### src/rtl/i2c_master_byte_engine.sv
// Byte-level multi-master I2C master: START/WRITE/READ/STOP commands on open-drain SCL/SDA.
// Optional macro I2C_CLK_STRETCH_EN: after each SCL release the phase counter waits for SCL high.
module i2c_master_byte_engine #(
  parameter int DIV_W       = 16,
  parameter int SYNC_STAGES = 2
) (
  input  logic             clk_i,
  input  logic             rst_i,
  input  logic [DIV_W-1:0] clk_div_i,
  input  logic             cmd_valid_i,
  output logic             cmd_ready_o,
  input  logic [1:0]       cmd_i,
  input  logic [7:0]       wr_byte_i,
  input  logic             rd_nack_i,
  output logic             rsp_valid_o,
  output logic [7:0]       rd_byte_o,
  output logic             ack_o,
  output logic             err_o,
  output logic             arb_lost_o,
  output logic             owner_o,
  output logic             bus_busy_o,
  output logic             scl_oe_o,
  output logic             sda_oe_o,
  input  logic             scl_i,
  input  logic             sda_i
);
  typedef enum logic [2:0] {
    S_IDLE, S_WAIT_FREE, S_START, S_BIT, S_ACK, S_STOP, S_HOLD
  } state_t;

  localparam logic [1:0] CMD_START = 2'd0;
  localparam logic [1:0] CMD_WRITE = 2'd1;
  localparam logic [1:0] CMD_READ  = 2'd2;

  logic [SYNC_STAGES-1:0] r_sclSync, r_sdaSync;
  logic                   r_sclPrev, r_sdaPrev;
  state_t                 r_state;
  logic [DIV_W-1:0]       r_div, r_cnt;
  logic [1:0]             r_phase;
  logic [2:0]             r_bit;
  logic [7:0]             r_shift;
  logic                   r_isRead, r_nack, r_ack;

  logic             w_scl, w_sda, w_startDet, w_stopDet;
  logic             w_accept, w_timed, w_hold, w_phaseEnd, w_stopChk;
  logic             w_sampleArb, w_busArb;
  logic [DIV_W-1:0] w_divIn;

  assign w_scl      = r_sclSync[SYNC_STAGES-1];
  assign w_sda      = r_sdaSync[SYNC_STAGES-1];
  assign w_startDet = r_sclPrev && w_scl && r_sdaPrev && !w_sda;
  assign w_stopDet  = r_sclPrev && w_scl && !r_sdaPrev && w_sda;
  assign w_accept   = cmd_valid_i && cmd_ready_o;
  assign w_divIn    = (clk_div_i == '0) ? DIV_W'(1) : clk_div_i;
  assign w_timed    = (r_state == S_START) || (r_state == S_BIT) ||
                      (r_state == S_ACK) || (r_state == S_STOP);

`ifdef I2C_CLK_STRETCH_EN
  assign w_hold = !w_scl && (((r_state == S_START) && (r_phase == 2'd0)) ||
                  (((r_state == S_BIT) || (r_state == S_ACK) || (r_state == S_STOP)) &&
                   (r_phase == 2'd1)));
`else
  assign w_hold = 1'b0;
`endif

  assign w_phaseEnd = w_timed && !w_hold && (r_cnt == r_div - 1'b1);
  // A very short quarter period cannot see the released SDA through the synchroniser before STOP ends.
  assign w_stopChk  = r_div > DIV_W'(SYNC_STAGES / 2);
  assign w_sampleArb = w_phaseEnd && !sda_oe_o && !w_sda &&
                       (((r_phase == 2'd2) && (r_state == S_BIT) && !r_isRead) ||
                        ((r_phase == 2'd2) && (r_state == S_ACK) && r_isRead) ||
                        ((r_phase == 2'd3) && (r_state == S_STOP) && w_stopChk));
  assign w_busArb    = owner_o && (r_state != S_STOP) && w_stopDet;

  // Pad synchronisers and bus-busy tracking from observed START/STOP conditions.
  always_ff @(posedge clk_i or posedge rst_i) begin
    if (rst_i) begin
      r_sclSync  <= '1;
      r_sdaSync  <= '1;
      r_sclPrev  <= 1'b1;
      r_sdaPrev  <= 1'b1;
      bus_busy_o <= 1'b0;
    end else begin
      r_sclSync <= {r_sclSync[SYNC_STAGES-2:0], scl_i};
      r_sdaSync <= {r_sdaSync[SYNC_STAGES-2:0], sda_i};
      r_sclPrev <= w_scl;
      r_sdaPrev <= w_sda;
      if (w_startDet)     bus_busy_o <= 1'b1;
      else if (w_stopDet) bus_busy_o <= 1'b0;
    end
  end

  // Command FSM; each timed state walks four phases of D cycles per bit.
  always_ff @(posedge clk_i or posedge rst_i) begin
    if (rst_i) begin
      r_state     <= S_IDLE;
      r_div       <= '0;
      r_cnt       <= '0;
      r_phase     <= 2'd0;
      r_bit       <= 3'd0;
      r_shift     <= 8'h00;
      r_isRead    <= 1'b0;
      r_nack      <= 1'b0;
      r_ack       <= 1'b0;
      cmd_ready_o <= 1'b1;
      rsp_valid_o <= 1'b0;
      rd_byte_o   <= 8'h00;
      ack_o       <= 1'b0;
      err_o       <= 1'b0;
      arb_lost_o  <= 1'b0;
      owner_o     <= 1'b0;
      scl_oe_o    <= 1'b0;
      sda_oe_o    <= 1'b0;
    end else begin
      rsp_valid_o <= 1'b0;
      err_o       <= 1'b0;
      arb_lost_o  <= 1'b0;
      if (w_timed) begin
        if (w_phaseEnd) begin
          r_cnt   <= '0;
          r_phase <= r_phase + 1'b1;
        end else if (!w_hold) begin
          r_cnt <= r_cnt + 1'b1;
        end
      end
      if (w_sampleArb || w_busArb) begin
        r_state     <= S_IDLE;
        scl_oe_o    <= 1'b0;
        sda_oe_o    <= 1'b0;
        owner_o     <= 1'b0;
        rsp_valid_o <= 1'b1;
        arb_lost_o  <= 1'b1;
        cmd_ready_o <= 1'b1;
      end else begin
        case (r_state)
          S_IDLE: begin
            if (w_accept) begin
              r_div   <= w_divIn;
              r_cnt   <= '0;
              r_phase <= 2'd0;
              if (cmd_i == CMD_START) begin
                cmd_ready_o <= 1'b0;
                r_state     <= bus_busy_o ? S_WAIT_FREE : S_START;
              end else begin
                rsp_valid_o <= 1'b1;
                err_o       <= 1'b1;
              end
            end
          end
          S_WAIT_FREE: begin
            if (!bus_busy_o) r_state <= S_START;
          end
          S_HOLD: begin
            if (w_accept) begin
              r_div       <= w_divIn;
              r_cnt       <= '0;
              r_phase     <= 2'd0;
              r_bit       <= 3'd0;
              cmd_ready_o <= 1'b0;
              r_shift     <= wr_byte_i;
              r_isRead    <= (cmd_i == CMD_READ);
              r_nack      <= rd_nack_i;
              case (cmd_i)
                CMD_START: begin r_state <= S_START; scl_oe_o <= 1'b0; end
                CMD_WRITE: begin r_state <= S_BIT;   sda_oe_o <= !wr_byte_i[7]; end
                CMD_READ:  begin r_state <= S_BIT;   sda_oe_o <= 1'b0; end
                default:   begin r_state <= S_STOP;  sda_oe_o <= 1'b1; end
              endcase
            end
          end
          S_START: begin
            if (w_phaseEnd) begin
              case (r_phase)
                2'd0: sda_oe_o <= 1'b1;
                2'd1: ;
                2'd2: scl_oe_o <= 1'b1;
                2'd3: begin
                  r_state     <= S_HOLD;
                  owner_o     <= 1'b1;
                  sda_oe_o    <= 1'b0;
                  rsp_valid_o <= 1'b1;
                  cmd_ready_o <= 1'b1;
                end
              endcase
            end
          end
          S_BIT, S_ACK: begin
            if (w_phaseEnd) begin
              case (r_phase)
                2'd0: scl_oe_o <= 1'b0;
                2'd1: ;
                2'd2: begin
                  scl_oe_o <= 1'b1;
                  if (r_state == S_BIT) r_shift <= {r_shift[6:0], w_sda};
                  else                  r_ack   <= !w_sda;
                end
                2'd3: begin
                  if (r_state == S_ACK) begin
                    r_state     <= S_HOLD;
                    sda_oe_o    <= 1'b0;
                    rsp_valid_o <= 1'b1;
                    cmd_ready_o <= 1'b1;
                    ack_o       <= !r_isRead && r_ack;
                    if (r_isRead) rd_byte_o <= r_shift;
                  end else if (r_bit == 3'd7) begin
                    r_state  <= S_ACK;
                    sda_oe_o <= r_isRead && !r_nack;
                  end else begin
                    r_bit    <= r_bit + 1'b1;
                    sda_oe_o <= !r_isRead && !r_shift[7];
                  end
                end
              endcase
            end
          end
          S_STOP: begin
            if (w_phaseEnd) begin
              case (r_phase)
                2'd0: scl_oe_o <= 1'b0;
                2'd1: sda_oe_o <= 1'b0;
                2'd2: ;
                2'd3: begin
                  r_state     <= S_IDLE;
                  owner_o     <= 1'b0;
                  rsp_valid_o <= 1'b1;
                  cmd_ready_o <= 1'b1;
                end
              endcase
            end
          end
          default: r_state <= S_IDLE;
        endcase
      end
    end
  end
endmodule

### config.mk
export PLATFORM = sky130hd
export DESIGN_NAME = i2c_master_byte_engine
export DESIGN_NICKNAME = d
export VERILOG_FILES = /design/src/rtl/i2c_master_byte_engine.sv
export SDC_FILE = /design/constraint.sdc
export NUM_CORES = 1
export LEC_CHECK = 0
export ABC_AREA = 0
export CAP_MARGIN = 20
export CORE_MARGIN = 5
export CORE_UTILIZATION = 58
export CTS_BUF_LIST = sky130_fd_sc_hd__clkbuf_8
export CTS_CLUSTER_DIAMETER = 50
export CTS_CLUSTER_SIZE = 30
export DETAILED_ROUTE_END_ITERATION = 16
export GPL_TIMING_DRIVEN = 0
export MAX_ROUTING_LAYER = met4
export PLACE_DENSITY = 0.92
export SLEW_MARGIN = 20
export SYNTH_ARGS = -nofsm -noshare
export SYNTH_HDL_FRONTEND = slang
export SYNTH_SLANG_ARGS = --single-unit
export TNS_END_PERCENT = 1
### constraint.sdc
create_clock -name clk_i -period 4.7 [get_ports clk_i]
set_clock_uncertainty 0.2 [all_clocks]
set_input_delay 0.705 -clock clk_i [delete_from_list [all_inputs] [get_ports clk_i]]
set_output_delay 0.705 -clock clk_i [all_outputs]
set_load 0.01 [all_outputs]
==> metrics.txt <==
CP most frequent cell or4_1; synth warn 0; DRT Pass-1 Iters 7; DP HPWL 7.55 mm; # setup viols final 0; # Max-Cap Violations 0; PD cells 461 nW/um^2; postcts setup bufs 0; Worst Tran Pin Value 0.926 ns; Die Y 95.3 um; Rows 31; Static Leak 2.10 nW; Post-DRT Antenna Nets 0; clk root buf clkbuf_8; CP Cell Sequence clkbuf_1, or4_1, or4_1, a211oi_2, nand4_1, nor4_2, buf_4, a31oi_1, nor3b_2, mux2_2; EDFF count, synth 0; Starting Density 58.7%; required time worst endpoint 4.74 ns; CTS clk-pin slew, worst paths 0.09 ns; I/O pin cnt 49; Finished Layout Cells 582; GP Congestion 0.928; Setup Crit Path Kind flop to flop; Max-slew headroom 37.8%; CP peak stage delay 0.54 ns; IR drop worst, VDD 0.000309 V; Sinks on Clock Net 74; Worst Hold Class flop to flop; max frequency 260 MHz; crit start category flop; Num CTS Buffers 9; detailed-route via count 3621; final number of max-transition violations 0; Fin. Hold Viols 0; Arr. time, crit path 3.89 ns; Post-CTS Resized 0; Die X 95.3 um; clock buffer depth 2; Hold Buf Count CTS 0; global-route wire length before repair 17.5 mm; Area growth, synth to finish 19.9%; #FFs+latches synth 74; number of diodes 0; crit path max fanout 10; number of global-route vias before repair 3480; layout cell share with drive strength beyond 1 17.2%; initial antenna violation count 0; CP Capture Type flop; Initial DRC Count 305; largest net degree at the start of global routing 43; area of the core 7180 sq um; PortBufs 48; Post-Syn Nets 459; drt drc 0; GRT Resource Usage Total 25.6%; post-layout net count 519; DR vias/cell 6.22; Die ar. 9070 sq um; Yosys cell types 57; GRT overflow 0; FFs w/ async S/R, synth 100%; critical path's slowest cell or4_1; post-layout min period 3.85 ns; Mapped Cells 418; WL/cell 18.5 um; Skew-Pair Late Insertion Delay 0.35 ns; final WL 10.7 mm; htree depth 3; ys flop type dfrtp_1; placed cells 566; setup TNS 0 ns; Avg Cell Area, Syn 10.1 sq um; Seq/Total Area, Yosys 44.1%; Worst Hold Slack 0.160 ns; Tcrit/Tclk final 82.0%; CTS tree done; Netlist Area Pre-Place 4220 sq um; setup repair after global routing missed its margin false; outcome complete, no violations
registers in the layout (all words and copies together) (netlist names):
name	cells
r_sdaSync	2
r_sdaPrev	1
r_ack	1
scl_oe_o	1
rsp_valid_o	1
owner_o	1
err_o	1
r_nack	1
arb_lost_o	1
bus_busy_o	1
r_isRead	1
r_state	3
cmd_ready_o	1
r_sclSync	2
r_sclPrev	1
r_shift	8
r_bit	3
r_cnt	16
rd_byte_o	8
ack_o	1
r_phase	2
r_div	16
sda_oe_o	1
power by group:
group	switching (mW)	internal [mW]	leakage, nW
clock	0.275	0.256	0.103
combinational	0.484	0.398	1.04
sequential	0.167	0.751	0.961
total	0.925	1.40	2.10
synthesized netlist by cell type (2+ instances only):
library cell / number / area [sq um]
dfrtp_1: 67 / 1680
mux2_2: 43 / 484
nor2_1: 37 / 139
nand2_1: 31 / 116
xnor2_1: 20 / 175
o21ai_0: 19 / 95.1
a21oi_1: 17 / 85.1
xor2_1: 14 / 123
nand3_1: 13 / 65.1
clkbuf_1: 12 / 45.0
nor4_1: 12 / 75.1
nand4_1: 11 / 68.8
ha_1: 9 / 113
inv_1: 9 / 33.8
nor3_1: 9 / 45.0
nor2b_1: 8 / 50.1
dfstp_2: 7 / 184
a31oi_1: 5 / 31.3
and3_1: 5 / 31.3
o31ai_1: 5 / 37.5
or2_2: 4 / 25.0
or3_1: 4 / 25.0
or4_1: 4 / 30.0
a211oi_1: 3 / 22.5
and2_1: 3 / 18.8
nand2b_1: 3 / 18.8
nor3b_1: 3 / 22.5
o22ai_1: 3 / 18.8
a211o_1: 2 / 17.5
a2bb2oi_1: 2 / 17.5
buf_1: 2 / 7.51
buf_2: 2 / 10.0
nand3b_1: 2 / 15.0
o211ai_1: 2 / 15.0
o21a_1: 2 / 15.0
o22a_1: 2 / 17.5
o32ai_1: 2 / 17.5
worst max-delay path, delay by kind of cell (launching register included):
family	cells	cell delay, ns
AO/OA/AOI/OAI	2	0.40
buffers and inverters	2	0.52
flip-flops	1	0.37
multiplexers	1	0.39
AND/OR/NAND/NOR	5	1.87
cells in the final DEF (no fill, tap or decap), types with 7 or more instances in the layout:
master and instances:
nor2_1 37, nand4_1 11, clkbuf_1 12, a21oi_1 17
nor2b_1 8, mux2_2 43, nor4_1 11, dfstp_2 7
nand3_1 13, dfrtp_1 67, ha_1 9, xor2_1 14
inv_1 8, xnor2_1 20, nand2_1 31, o21ai_0 19
nor3_1 9, clkbuf_8 9, clkdlybuf4s50_1 48
path summary, 6_finish.rpt:
path / depth (start not counted) / from / slack [ns] / to
max: 10 / r_div[6] / 0.85 / r_bit[0]
min: 0 / r_sdaSync[0] / 0.16 / r_sdaSync[1]
max reg2reg: 10 / r_div[6] / 0.85 / r_bit[0]
min reg2reg: 0 / r_sdaSync[0] / 0.16 / r_sdaSync[1]
max in group asynchronous: 3 / rst_i / 3.18 / r_sclPrev
min in group asynchronous: 2 / rst_i / 0.50 / r_div[12]
final cells by class:
cell class / count / area [sq um]
Fill cell: 508 / 2120
Multi-Input combinational cell: 318 / 2260
Clock buffer: 9 / 124
Clock inverter: 7 / 83.8
Buffer: 17 / 70.1
Timing Repair Buffer: 49 / 500
Sequential cell: 74 / 1860
Tap cell: 99 / 124
Inverter: 9 / 36.3
routing by layer:
layer | up-vias | part of all wire (%) | track usage, %
met5 | - | 0 | -
met3 | 29 | 6.2 | 4.50
li1 | 1642 | - | -
met2 | 199 | 47 | 38.7
met1 | 1751 | 44 | 34.6
met4 | 0 | 2.5 | 9.62
metrics by stage:
step	area [sq um]	utilization [%]	setup slack (ns)	total power, mW
detailed placement	4840	67.5	0.894	1.76
global placement	4820	67.2	0.861	1.71
floorplan	4220	-	1.31	1.51
global route	5060	70.5	0.691	2.45
CTS	5050	70.4	0.870	2.30
finish	5060	70.5	0.847	2.33
cell families (layout without fill, tap and decap cells):
| kind of cell | after synthesis | in the layout | share of synthesized area [%] |
|---|---|---|---|
| AO/OA/AOI/OAI | 74 | 74 | 11.6 |
| multiplexers | 45 | 45 | 12.0 |
| adder cells (fa/ha/maj) | 9 | 9 | 2.67 |
| flip-flops | 74 | 74 | 44.1 |
| XOR/XNOR | 35 | 35 | 7.60 |
| AND/OR/NAND/NOR | 155 | 155 | 19.5 |
| buffers and inverters | 26 | 91 | 2.46 |
Note: power is estimated with default switching activity, not from simulation.
==> variant (config.mk and constraints unchanged) <==
Build with the macro `I2C_CLK_STRETCH_EN` defined.
--- a/src/rtl/i2c_master_byte_engine.sv
+++ b/src/rtl/i2c_master_byte_engine.sv
@@ -1,5 +1,7 @@
 // Byte-level multi-master I2C master: START/WRITE/READ/STOP commands on open-drain SCL/SDA.
 // Optional macro I2C_CLK_STRETCH_EN: after each SCL release the phase counter waits for SCL high.
+`define I2C_CLK_STRETCH_EN
+
 module i2c_master_byte_engine #(
   parameter int DIV_W       = 16,
   parameter int SYNC_STAGES = 2
Behaviour: not the same (Yosys sat finds a counterexample within 4 cycles, from zero or initial values and one cycle with rst_i high).
==> variant against the original RTL <==
Design area rose by 5.0%. Routed wire length rose by 3.2%. First-iteration DRC count fell by 23%. Worst hold slack improved by 0.0013 ns. Sequential share of layout area fell by 1.7 points. Worst setup slack got worse by 0.44 ns. Sequential cell count did not move. Synthesized area rose by 6.2%. Final cell count rose by 5.8%. Die area rose by 5.5%. Highest routed layer unchanged.
Power is not compared: it rests on default switching activity, and its combinational part moved more than twofold at a synthesized area within 25%.
==> variant: results <==
metrics = {
    "logic_synthesis": {
        "yosysUniqueCellTypes": 67,
        "async_flop_share_pct": 100,
        "ys_top_cells_by_area": "dfrtp_1, mux2_2, dfstp_2",
        "ys_seq_area_share_pct": 41.6,
        "synth_nets": 490,
        "synthTopCellsByCount": "dfrtp_1, nor2_1, mux2_2, nand2_1, o21ai_0",
    },
    "routing": {
        "viasPerCell": 6.13,
        "drt_iter0_drc": 234,
        "drt_wl_total_um": 11100,
        "first_pass_iters": 5,
    },
    "worst_setup_path": {
        "r2r_slack_ns": 0.41,
        "timing.rr.start": "r_div[0]$_DFFE_PP0P_",
        "ff2ff_path_depth": 11,
        "r2r-end": "r_isRead$_DFFE_PP0P_",
        "crit_arrival_ns": 4.35,
    },
    "global_route": {
        "grt_max_degree": 43,
        "grt_pass1_vias": 3753,
        "grt_pass1_wl_um": 18500,
        "grt.total_usage_pct": 24.5,
    },
    "hold_path": {
        "hold_path_end": "r_sdaSync[1]$_DFF_PP1_",
        "hp-class": "reg2reg",
    },
    "placement": {
        "pre_cts_ws_ns": 0.512,
        "hpwl_um": 8170,
        "place_area_um2": 5110,
        "routabilityCongestion": 0.914,
    },
    "finish": {
        "reg_top3": "r_cnt x16, r_div x16",
        "final_nets": 550,
        "drive_gt1_share_pct": 15.6,
    },
    "clock_network": {
        "cts_buffer_depth": 2,
        "path_clk_slew_ns": 0.08,
        "clkLatencyLatePin_ns": 0.37,
    },
    "sta": {
        "relSlewSlack_pct": 30.1,
    },
    "outcome": {
        "status": "complete, no violations",
    },
}
## variant: how the worst max path moves through the flow
stage / startpoint / to / slack, ns / cells after the start
global route: r_div[0]$_DFFE_PP0P_ / r_isRead$_DFFE_PP0P_ / 0.17 / 11
global placement: r_div[0]$_DFFE_PP0P_ / r_nack$_DFFE_PP0P_ / 0.62 / 11
floorplan: r_div[0]$_DFFE_PP0P_ / r_shift[0]$_DFFE_PP0P_ / 1.22 / 10
detailed placement: r_div[0]$_DFFE_PP0P_ / r_nack$_DFFE_PP0P_ / 0.51 / 11
finish: r_div[0]$_DFFE_PP0P_ / r_isRead$_DFFE_PP0P_ / 0.41 / 11
CTS: r_div[0]$_DFFE_PP0P_ / r_nack$_DFFE_PP0P_ / 0.51 / 11
## variant: kinds of logic (layout without fill, tap and decap cells)
group                    after synthesis  after routing  share of synthesized area [%]
AND/OR/NAND/NOR                      163            163                           20.6
XOR/XNOR                              34             34                           6.65
buffers and inverters                 37            102                           3.55
AO/OA/AOI/OAI                         84             84                           12.5
adder cells (fa/ha/maj)                9              9                           2.52
flip-flops                            74             74                           41.6
multiplexers                          48             48                           12.6
## variant: area by class of cell
| cell class | count | area (µm²) |
|---|---|---|
| buffer | 20 | 95.1 |
| clock buffer | 9 | 124 |
| clock inverter | 7 | 77.6 |
| fill | 573 | 2300 |
| inverter | 17 | 66.3 |
| multi-input combinational | 338 | 2460 |
| sequential | 74 | 1860 |
| tap | 102 | 128 |
| timing repair buffer | 49 | 500 |
## variant: layer usage
metal  vias up  global-route usage [%]  wire length (µm)
li1       1751                       -                 -
met1      1816                    33.4              4810
met2       178                    36.1              5150
met3        33                    4.50               854
met4         0                    9.90               274
met5         -                       -                 0
## variant: stage by stage
step | cells | hold slack, ns
global route | 616 | 0.165
finish | 616 | 0.161
floorplan | 449 | 0.145
CTS | 616 | 0.161
detailed placement | 600 | 0.149
global placement | 599 | 0.146
## variant: worst max-delay path: stages (launching register included)
cell and delay, ns:
dfrtp_1 0.48, inv_1 0.10, ha_1 0.28, nor3b_1 0.77, nand2_1 0.22, xnor2_1 0.18, a221oi_1 0.37, nor4b_1 0.15
buf_2 0.22, a21oi_1 0.57, nand4_1 0.31, mux2_2 0.34
## variant: power by group through the flow
stage / sequential, W / combinational, W / clock [W]
floorplan: 0.000656 / 0.0000166 / 0
global placement: 0.000657 / 0.0000517 / 0
detailed placement: 0.000658 / 0.0000557 / 0
CTS: 0.000645 / 0.0000559 / 0.000518
global route: 0.000646 / 0.0000605 / 0.000548
finish: 0.000645 / 0.0000551 / 0.000520
